--- src/rtl/drum_pkg.sv ---
// Shared types and default sizing for the DRUM approximate multiplier pipeline.
package drum_pkg;

   localparam int unsigned DRUM_N_DEF = 16;
   localparam int unsigned LOD_W      = $clog2(DRUM_N_DEF);
   localparam int unsigned SH_W       = LOD_W + 1;

   typedef enum logic {
      MODE_MULT   = 1'b0,
      MODE_SQUARE = 1'b1
   } mode_e;

   // Per-stage control payload carried alongside the datapath registers
   typedef struct packed {
      logic valid;
      logic sign;
   } stage_ctl_t;

endpackage

--- src/rtl/drum_sel.sv ---
// Combinational DRUM operand reduction: |x|, leading-one detect and K-bit window select.
module drum_sel #(
   parameter int unsigned N  = 16,
   parameter int unsigned K  = 5,
   parameter int unsigned LW = $clog2(N)
) (
   input  logic [N-1:0]  x,
   output logic [K-1:0]  sel,
   output logic [LW-1:0] sh,
   output logic          is_zero,
   output logic          sign
);

   logic [N-1:0]  mag;
   logic [LW-1:0] lead;

   always_comb begin
      sign    = x[N-1];
      mag     = sign ? N'(-x) : x;
      is_zero = (mag == '0);
      lead    = '0;
      sel     = '0;
      sh      = '0;
      for (int i = 0; i < int'(N); i++) begin
         if (mag[i]) lead = LW'(i);
      end
      // Small magnitudes are exact; larger ones keep K-1 bits below the leading one plus a forced 1
      if (32'(lead) < K) begin
         sel = mag[K-1:0];
      end else begin
         sh  = LW'(32'(lead) - K + 32'd1);
         sel = K'(mag >> sh) | K'(1);
      end
   end

endmodule

--- src/rtl/drum_mult_pipe.sv ---
// 3-stage pipelined DRUM approximate signed multiplier/squarer with valid/ready flow control.
// Define DRUM_SAT_EN to clamp out-of-range results instead of two's-complement wrapping.
module drum_mult_pipe
   import drum_pkg::*;
#(
   parameter int unsigned N          = 16,
   parameter int unsigned K          = 5,
   parameter int unsigned POST_SHIFT = 8,
   parameter int unsigned OUT_W      = 2 * N
) (
   input  logic                    clk,
   input  logic                    rst_n,
   input  logic                    in_valid,
   output logic                    in_ready,
   input  logic                    in_mode,
   input  logic [N-1:0]            in_a,
   input  logic [N-1:0]            in_b,
   output logic                    out_valid,
   input  logic                    out_ready,
   output logic signed [OUT_W-1:0] out_data
);

   localparam int unsigned LW = (N == DRUM_N_DEF) ? LOD_W : $clog2(N);
   localparam int unsigned SW = (N == DRUM_N_DEF) ? SH_W : $clog2(N) + 1;
   localparam int unsigned PW = 2 * K;
   localparam int unsigned EW = (OUT_W + 1 > 2 * N + 2) ? OUT_W + 1 : 2 * N + 2;

   logic stall;

   logic [K-1:0]  sel_a, sel_b;
   logic [LW-1:0] sh_a, sh_b;
   logic          zero_a, zero_b, sign_a, sign_b;

   stage_ctl_t    s1_ctl_n;
   logic [K-1:0]  s1_sel_b_n;
   logic [LW-1:0] s1_sh_b_n;

   stage_ctl_t    s1_ctl, s2_ctl;
   logic [K-1:0]  s1_sel_a, s1_sel_b;
   logic [LW-1:0] s1_sh_a, s1_sh_b;
   logic [PW-1:0] s2_prod;
   logic [SW-1:0] s2_sh;

   logic [EW-1:0]         s3_mag;
   logic signed [EW-1:0]  s3_res;
   logic [OUT_W-1:0]      s3_out;

   // The whole pipe, bubbles included, freezes while the output is blocked
   assign stall    = out_valid && !out_ready;
   assign in_ready = !stall;

   drum_sel #(.N(N), .K(K), .LW(LW)) u_sel_a (
      .x(in_a), .sel(sel_a), .sh(sh_a), .is_zero(zero_a), .sign(sign_a)
   );

   drum_sel #(.N(N), .K(K), .LW(LW)) u_sel_b (
      .x(in_b), .sel(sel_b), .sh(sh_b), .is_zero(zero_b), .sign(sign_b)
   );

   // S1 operand routing and result sign; a zero operand never yields a negative result
   always_comb begin
      s1_ctl_n.valid = in_valid;
      s1_ctl_n.sign  = 1'b0;
      s1_sel_b_n     = sel_b;
      s1_sh_b_n      = sh_b;
      if (mode_e'(in_mode) == MODE_SQUARE) begin
         s1_sel_b_n = sel_a;
         s1_sh_b_n  = sh_a;
      end else begin
         s1_ctl_n.sign = (sign_a ^ sign_b) & ~(zero_a | zero_b);
      end
   end

   // S3 shift, sign and width reduction
   always_comb begin
      s3_mag = (EW'(s2_prod) << s2_sh) >> POST_SHIFT;
      s3_res = s2_ctl.sign ? -$signed(s3_mag) : $signed(s3_mag);
`ifdef DRUM_SAT_EN
      if (s3_res > $signed(EW'({1'b0, {(OUT_W-1){1'b1}}}))) begin
         s3_out = {1'b0, {(OUT_W-1){1'b1}}};
      end else if (s3_res < $signed(~EW'({1'b0, {(OUT_W-1){1'b1}}}))) begin
         s3_out = {1'b1, {(OUT_W-1){1'b0}}};
      end else begin
         s3_out = OUT_W'(s3_res);
      end
`else
      s3_out = OUT_W'(s3_res);
`endif
   end

   always_ff @(posedge clk or negedge rst_n) begin
      if (!rst_n) begin
         s1_ctl    <= '0;
         s1_sel_a  <= '0;
         s1_sel_b  <= '0;
         s1_sh_a   <= '0;
         s1_sh_b   <= '0;
         s2_ctl    <= '0;
         s2_prod   <= '0;
         s2_sh     <= '0;
         out_valid <= 1'b0;
         out_data  <= '0;
      end else if (!stall) begin
         s1_ctl    <= s1_ctl_n;
         s1_sel_a  <= sel_a;
         s1_sel_b  <= s1_sel_b_n;
         s1_sh_a   <= sh_a;
         s1_sh_b   <= s1_sh_b_n;
         s2_ctl    <= s1_ctl;
         s2_prod   <= PW'(s1_sel_a) * PW'(s1_sel_b);
         s2_sh     <= SW'(s1_sh_a) + SW'(s1_sh_b);
         out_valid <= s2_ctl.valid;
         out_data  <= s3_out;
      end
   end

endmodule

--- config.mk ---
export PLATFORM = sky130hd
export DESIGN_NAME = drum_mult_pipe
export DESIGN_NICKNAME = d
export VERILOG_FILES = /design/src/rtl/drum_pkg.sv /design/src/rtl/drum_sel.sv /design/src/rtl/drum_mult_pipe.sv
export SDC_FILE = /design/constraint.sdc
export NUM_CORES = 1
export LEC_CHECK = 0
export ABC_AREA = 1
export BUFFER_PORTS_ARGS = -buffer_cell sky130_fd_sc_hd__buf_2
export CAP_MARGIN = 30
export CORE_ASPECT_RATIO = 0.6
export CORE_MARGIN = 2
export CORE_UTILIZATION = 25
export DETAILED_ROUTE_END_ITERATION = 7
export HOLD_SLACK_MARGIN = 0.1
export PLACE_DENSITY_LB_ADDON = 0.2
export SLEW_MARGIN = 20
export SYNTH_ARGS = -nofsm -noshare
export SYNTH_HDL_FRONTEND = slang
export SYNTH_SLANG_ARGS = --single-unit
--- constraint.sdc ---
create_clock -name clk -period 4 [get_ports clk]
set_clock_uncertainty 0.1 [all_clocks]
set_input_delay 0.6 -clock clk [delete_from_list [all_inputs] [get_ports clk]]
set_output_delay 0.6 -clock clk [all_outputs]
set_load 0.1 [all_outputs]
==> flow_metrics.env, run 1 <==
export IMPL_required_ns=4.17
export IMPL_grt_usage=0.141
export IMPL_regToRegStartpoint="s1_sel_b[3]"
export IMPL_drive_gt1_frac=0.161
export IMPL_yosys_warnings=0
export IMPL_worst_pin_slew_ns=0.888
export IMPL_synth_avg_cell_area_sq_um=6.40
export IMPL_synth_main_ff_cell="dfrtp_1"
export IMPL_clock_fmax_mhz=272
export IMPL_rows=48
export IMPL_initial_core_util=0.255
export IMPL_core_area_sq_um=28900
export IMPL_h_tree_depth=3
export IMPL_synthTopCellsByArea="dfrtp_1 (24%), nand2_1 (19%), nand3_1 (7.9%)"
export IMPL_max_slew_margin=0.408
export IMPL_synth_cell_types=55
export IMPL_critPathLaunch="s1_sel_b[3]"
export IMPL_portBuffers=70
export IMPL_cp_end_kind="register"
export IMPL_clock_latency_ns=0.35
export IMPL_clkTransAtPathRegs_ns=0.07
export IMPL_status="finished, final reports clean"
export IMPL_synth_edf_count=0
export IMPL_netSwitchingFraction=0.581
export IMPL_first_global_vias=6587
export IMPL_crit_arrival_ns=3.84
export IMPL_syn_num_nets=1234
export IMPL_power_density_nw_per_um2=809
export IMPL_hp_class="in2async"
export IMPL_clk_path_buf_depth=2
export IMPL_antenna_left=0
export IMPL_wl_mm=21.1
export IMPL_die_area_sq_um=31000
export IMPL_diodes=0
export IMPL_cts_resized_gates=0
export IMPL_post_route_min_period_ns=3.67
export IMPL_numCtsBuffers=9
export IMPL_cts_tree="done"
export IMPL_critPathKind="reg2reg"
export IMPL_cts_setup_buffers=0
export IMPL_drt_iter0_drc=468
export IMPL_ios=71
export IMPL_ir_drop_mv=0.439
export IMPL_syn_to_final_growth_pct=13.9
export IMPL_rrSetupSlack_ns=0.33
export IMPL_antenna_found_initial=0
export IMPL_cts_sinks=70
export IMPL_fin_setup_tns_ns=0
export IMPL_fin_cells=1614
export IMPL_async_flop_share=1.00
export IMPL_viasPerCell=4.47
export IMPL_p_switching_mw=3.96
export IMPL_grt_overflow=0
export IMPL_place_gp_congestion=0.888
export IMPL_die_w_microns=226
export IMPL_dp_cells=1598
export IMPL_dieHeight_microns=137
export IMPL_drc=0
export IMPL_intPower_mw=2.86
export IMPL_dp_hpwl_mm=17.2
export IMPL_vias=7219
export IMPL_finalHoldViolations=0
export IMPL_grt_pass1_wl_mm=34.9
export IMPL_grt_setup_unrepaired="no"
export IMPL_root_buffer="clkbuf_16"
export IMPL_endpoint="s2_prod[9]"
export IMPL_cp_start_kind="register"
export IMPL_p_leak_nw=4.39
export IMPL_seq_power_share=0.186
export IMPL_rr_worst_depth=19
export IMPL_synth_top_cell_by_area="dfrtp_1"
export IMPL_ys_seq_area_frac=0.237
export IMPL_synth_top_area_frac=0.237
export IMPL_cts_hold_buf=0
export IMPL_timing_max_cap_violations=0
export IMPL_syn_inst=1156
export IMPL_p_clk_frac=0.134
export IMPL_period_share=0.918
export IMPL_netlist_area_sq_um=7400
export IMPL_grt_max_degree=60
export IMPL_ys_seq_elements=70
export IMPL_wire_per_inst_microns=13.1
export IMPL_crit_path_max_fanout=3
export IMPL_dr_pass1_iters=5
export IMPL_regToRegEndpoint="s2_prod[9]"
export IMPL_setup_viol=0
export IMPL_fin_nets=1287
export IMPL_combPwrFrac=0.680
export IMPL_slew_violations=0
## flip-flops by register name (all words and copies together) (netlist names)
signal and count:
s2_sh 5, s1_sel_a 5, s1_sh_a 4, s2_ctl 2, out_valid 1, s1_ctl 2, s2_prod 10, s1_sh_b 4
out_data 32, s1_sel_b 5
## through the flow
step	power (mW)	hold slack, ns	util	cell area (sq um)	setup slack [ns]
after floorplan	4.95	0.204	-	7400	0.362
after detailed placement	5.90	0.336	0.279	8090	0.202
after global routing	7.48	0.134	0.291	8420	0.0188
final	6.82	0.0960	0.291	8420	0.328
after CTS	6.84	0.113	0.291	8420	0.204
after global placement	5.90	0.346	0.279	8070	0.218
## worst max-delay path, stage by stage, from the launching register on
cell,delay (ns)
dfrtp_1,0.36
nand2_1,0.08
fa_1,0.51
fa_1,0.51
fa_1,0.54
inv_1,0.04
ha_1,0.30
inv_1,0.06
nor2_2,0.11
nor2_1,0.05
nor2_1,0.12
nor2_1,0.06
o21ai_1,0.14
inv_1,0.07
nor2_2,0.10
nor2_1,0.05
nor2_1,0.08
nor2_1,0.05
xor2_1,0.13
o21ai_0,0.13
## cells by family after synthesis
logic type	after synthesis	share of synthesized area
adders and majority gates	41	0.0795
and+or+nand+nor	669	0.411
buffers and inverters	205	0.121
muxes	3	0.00406
DFF	70	0.237
AOI/OAI and AO/OA	141	0.113
xor gates and xnor gates	27	0.0340
## cells in the mapped netlist, drive strengths merged, types with 4 or more instances
cell    instances
a21oi          15
buf            23
clkbuf         17
dfrtp          70
fa             10
ha             31
inv           163
nand2         407
nand3         119
nand3b          9
nand4           8
nor2          101
nor3           16
nor4            5
o211ai          5
o21a            4
o21ai          96
o22ai           7
o31ai           4
or2             4
xnor2           9
xor2           18
## layout make-up
type                    count  area, sq um
clock buffers               9          225
clock inverters             7          105
fillers                  3317        20500
inverters                 165          624
multi-input cells         881         4760
flip-flops and latches     70         1750
well taps                 400          500
repair buffers             82          455
## power groups by stage
stage	combinational [mW]	clock (mW)	sequential [mW]
2_1_floorplan	2.82	0	2.13
3_3_place_gp	4.62	0	1.29
3_5_place_dp	4.62	0	1.28
4_1_cts	4.64	0.933	1.27
5_1_grt	5.19	0.964	1.32
6_report	4.63	0.912	1.27
## metal layers
metal,global-route usage,part of all wire,up-vias
li1,-,-,3773
met1,0.235,0.60,3292
met2,0.180,0.35,137
met3,0.0254,0.041,17
met4,0.0230,0.010,0
met5,0,0,-
## cell usage in the layout (no fill, tap or decap), types with 12 or more instances in the layout
master	n
nand2_1	381
nand3_1	117
o21ai_0	56
dfrtp_1	70
inv_1	145
nor3_1	12
inv_2	16
nand2_2	19
ha_1	31
buf_2	69
buf_4	12
xor2_1	16
nor2_1	80
o21ai_1	29
a21oi_1	13
## how the worst min path moves through the flow
stage | start | to | slack [ns] | cells past startpoint
after floorplan | rst_n | out_data[0] | 0.20 | 0
after global placement | s2_ctl[1] | out_valid | 0.35 | 2
after detailed placement | s2_ctl[1] | out_valid | 0.34 | 2
after CTS | rst_n | s2_prod[2] | 0.11 | 1
after global routing | rst_n | s2_prod[2] | 0.13 | 1
final | rst_n | s2_prod[2] | 0.1 | 1
Power figures use the tool's default switching activity.
==> run 2: changes to the inputs <==
ABC_AREA = not set   (was 1)
PLACE_DENSITY = 0.5   (was not set)
PLACE_DENSITY_LB_ADDON = not set   (was 0.2)
==> flow_metrics.env, run 2 <==
export IMPL_max_slew_margin=0.416
export IMPL_diodes=0
export IMPL_cts_sinks=70
export IMPL_die_w_microns=227
export IMPL_ys_seq_elements=70
export IMPL_dr_pass1_iters=5
export IMPL_netlist_area_sq_um=7490
export IMPL_cts_setup_buffers=0
export IMPL_synth_top_family_by_area="compound AO/OA/AOI/OAI gates"
export IMPL_dieHeight_microns=138
export IMPL_fin_nets=1175
export IMPL_grt_overflow=0
export IMPL_synth_top_area_frac=0.234
export IMPL_combPwrFrac=0.719
export IMPL_wire_per_inst_microns=15.6
export IMPL_ir_drop_mv=0.364
export IMPL_synth_avg_cell_area_sq_um=8.04
export IMPL_clkTransAtPathRegs_ns=0.06
export IMPL_hp_class="in2async"
export IMPL_cts_tree="done"
export IMPL_status="finished, final reports clean"
export IMPL_required_ns=4.15
export IMPL_rows=49
export IMPL_slew_violations=0
export IMPL_synth_top_cell_by_area="dfrtp_1"
export IMPL_syn_to_final_growth_pct=26.9
export IMPL_cp_cell_sequence="buf_2, or4_4, nor3_4, mux2i_1, o32ai_2, and3b_1, a21oi_2, inv_1, ha_4, or2_2, a2111oi_2, a211o_1, o22ai_1, a311oi_2"
export IMPL_drive_gt1_frac=0.268
export IMPL_p_switching_mw=4.11
export IMPL_timing_max_cap_violations=0
export IMPL_drt_iter0_drc=575
export IMPL_post_place_ws_ns=-0.141
export IMPL_grt_setup_unrepaired="yes"
export IMPL_place_gp_congestion=0.911
export IMPL_grt_max_degree=71
export IMPL_yosys_top_cells_count="nand2_1 (128), nor2_1 (80), dfrtp_1 (70), o21ai_0 (62), a21oi_1 (58)"
export IMPL_async_flop_share=1.00
export IMPL_finalHoldViolations=0
export IMPL_yosys_warnings=0
export IMPL_fin_setup_tns_ns=0
export IMPL_core_area_sq_um=29700
export IMPL_ff_latch_area_sq_um=1750
export IMPL_critPathSlowestCell="or4_4"
export IMPL_fin_ws_ns=0.235
export IMPL_multi_input_area_sq_um=5400
export IMPL_clk_path_buf_depth=2
export IMPL_die_area_sq_um=31400
export IMPL_p_leak_nw=4.22
export IMPL_crit_path_max_fanout=9
export IMPL_p_clk_frac=0.105
export IMPL_synth_edf_count=0
export IMPL_grt_usage=0.156
export IMPL_ios=71
export IMPL_vias=7490
export IMPL_synth_simple_area_share=0.228
export IMPL_synthAdderAreaFrac=0.0785
export IMPL_largest_reg_flops=32
export IMPL_portBuffers=70
export IMPL_fillers=3134
export IMPL_synth_area_mux_share=0.0730
export IMPL_intPower_mw=3.31
export IMPL_clock_latency_ns=0.33
export IMPL_cp_start_kind="input pin"
export IMPL_synth_main_ff_cell="dfrtp_1"
export IMPL_synth_compound_area_frac=0.255
export IMPL_netSwitchingFraction=0.554
export IMPL_drc=0
export IMPL_crit_family="simple AND/OR/NAND/NOR gates"
export IMPL_slowest_delay_ns=0.65
export IMPL_seq_power_share=0.176
export IMPL_crit_arrival_ns=3.91
export IMPL_antenna_left=0
export IMPL_hold_ws_ns=0.136
export IMPL_final_common_cell="buf_4"
export IMPL_final_util=0.320
export IMPL_regMostFlops="out_data"
export IMPL_power_density_nw_per_um2=780
export IMPL_syn_inst=931
export IMPL_cp_end_kind="register"
export IMPL_post_route_min_period_ns=3.76
export IMPL_path_buf_inv=2
export IMPL_ys_seq_area_frac=0.234
export IMPL_numCtsBuffers=9
export IMPL_synth_xor_area_frac=0.0778
export IMPL_clock_fmax_mhz=266
export IMPL_largestRegisters="out_data (32), s2_prod (10)"
export IMPL_setup_viol=0
export IMPL_critPathKind="in2reg"
export IMPL_initial_core_util=0.252
export IMPL_final_cell_mix="buf_4 (137), nand2_1 (128), nor2_1 (80), buf_2 (69), dfrtp_1 (69)"
export IMPL_yosys_cell_count_top_type="nand2_1"
export IMPL_viasPerCell=4.96
export IMPL_worst_pin_slew_ns=0.875
export IMPL_antenna_found_initial=0
export IMPL_syn_num_nets=1009
export IMPL_period_share=0.941
export IMPL_wl_mm=23.6
export IMPL_root_buffer="clkbuf_16"
export IMPL_synthTopCellsByArea="dfrtp_1 (23%), nand2_1 (6.4%), ha_1 (5.2%)"
export IMPL_synth_cell_types=88
export IMPL_first_global_vias=7235
export IMPL_dp_hpwl_mm=18.7
export IMPL_grt_pass1_wl_mm=39.4
export IMPL_h_tree_depth=3
run 2: cell count changes in the layout (fill, tap and decap cells not counted), moves of 12 or more:
| cell | previous run | this run |
|---|---|---|
| a21o_1 | 1 | 14 |
| a21oi_1 | 13 | 56 |
| and2_1 | 0 | 24 |
| buf_4 | 12 | 137 |
| inv_1 | 145 | 39 |
| inv_2 | 16 | 2 |
| mux2_2 | 0 | 15 |
| mux2i_1 | 3 | 22 |
| nand2_1 | 381 | 128 |
| nand2_2 | 19 | 1 |
| nand2b_1 | 0 | 12 |
| nand3_1 | 117 | 22 |
| o21ai_1 | 29 | 8 |
| xnor2_1 | 9 | 37 |
run 2: power by group through the flow:
| stage | Combinational [mW] | Clock [mW] | Sequential [mW] |
|---|---|---|---|
| after floorplan | 2.96 | 0 | 2.25 |
| after CTS | 5.30 | 0.800 | 1.31 |
| after global placement | 5.25 | 0 | 1.31 |
| final | 5.33 | 0.777 | 1.30 |
| after detailed placement | 5.26 | 0 | 1.32 |
| after global routing | 5.89 | 0.828 | 1.36 |
run 2: repair_timing:
item / 4_1_cts / 5_1_grt
gates resized for setup: 0 / 5
endpoints found under the setup margin: 0 / 6
hold buffers: 0 / 0
run 2: kinds of logic after synthesis:
logic type               after synthesis
AND/OR/NAND/NOR                      352
AO/OA/AOI/OAI                        265
buffers and inverters                 95
flip-flops                            70
XOR/XNOR                              64
multiplexers                          44
adder cells (fa/ha/maj)               41
run 2: worst paths after layout:
| check | start | end | slack (ns) | cells past startpoint |
|---|---|---|---|---|
| max | in_a[6] | s1_sel_b[1] | 0.24 | 14 |
| min | rst_n | s1_sel_b[2] | 0.14 | 1 |
| max reg2reg | s2_sh[0] | out_data[23] | 0.27 | 12 |
| min reg2reg | s2_ctl[1] | s2_ctl[1] | 0.37 | 2 |
| max in group asynchronous | rst_n | out_data[7] | 3.09 | 2 |
| min in group clk | in_valid | s1_ctl[1] | 0.37 | 3 |
run 2: stage by stage:
step	power, mW	instances	cell area, sq um
global placement	6.56	1493	9180
finish	7.41	1510	9500
CTS	7.41	1509	9460
global route	8.07	1510	9500
detailed placement	6.58	1493	9180
floorplan	5.21	931	7520
run 2: routing by layer:
| layer | global-route usage | share of wire | vias to the layer above |
|---|---|---|---|
| met5 | 0 | 0 | - |
| met4 | 0.0206 | 0.0040 | 0 |
| met3 | 0.0261 | 0.054 | 9 |
| met2 | 0.206 | 0.38 | 210 |
| met1 | 0.260 | 0.56 | 3581 |
| li1 | - | - | 3690 |
run 2: layout make-up:
class | instances | area share
multi-input cells | 766 | 0.568
repair buffers | 207 | 0.147
inverters | 43 | 0.0170
well taps | 408 | 0.0537
flip-flops and latches | 70 | 0.184
clock inverters | 5 | 0.00435
clock buffers | 11 | 0.0255
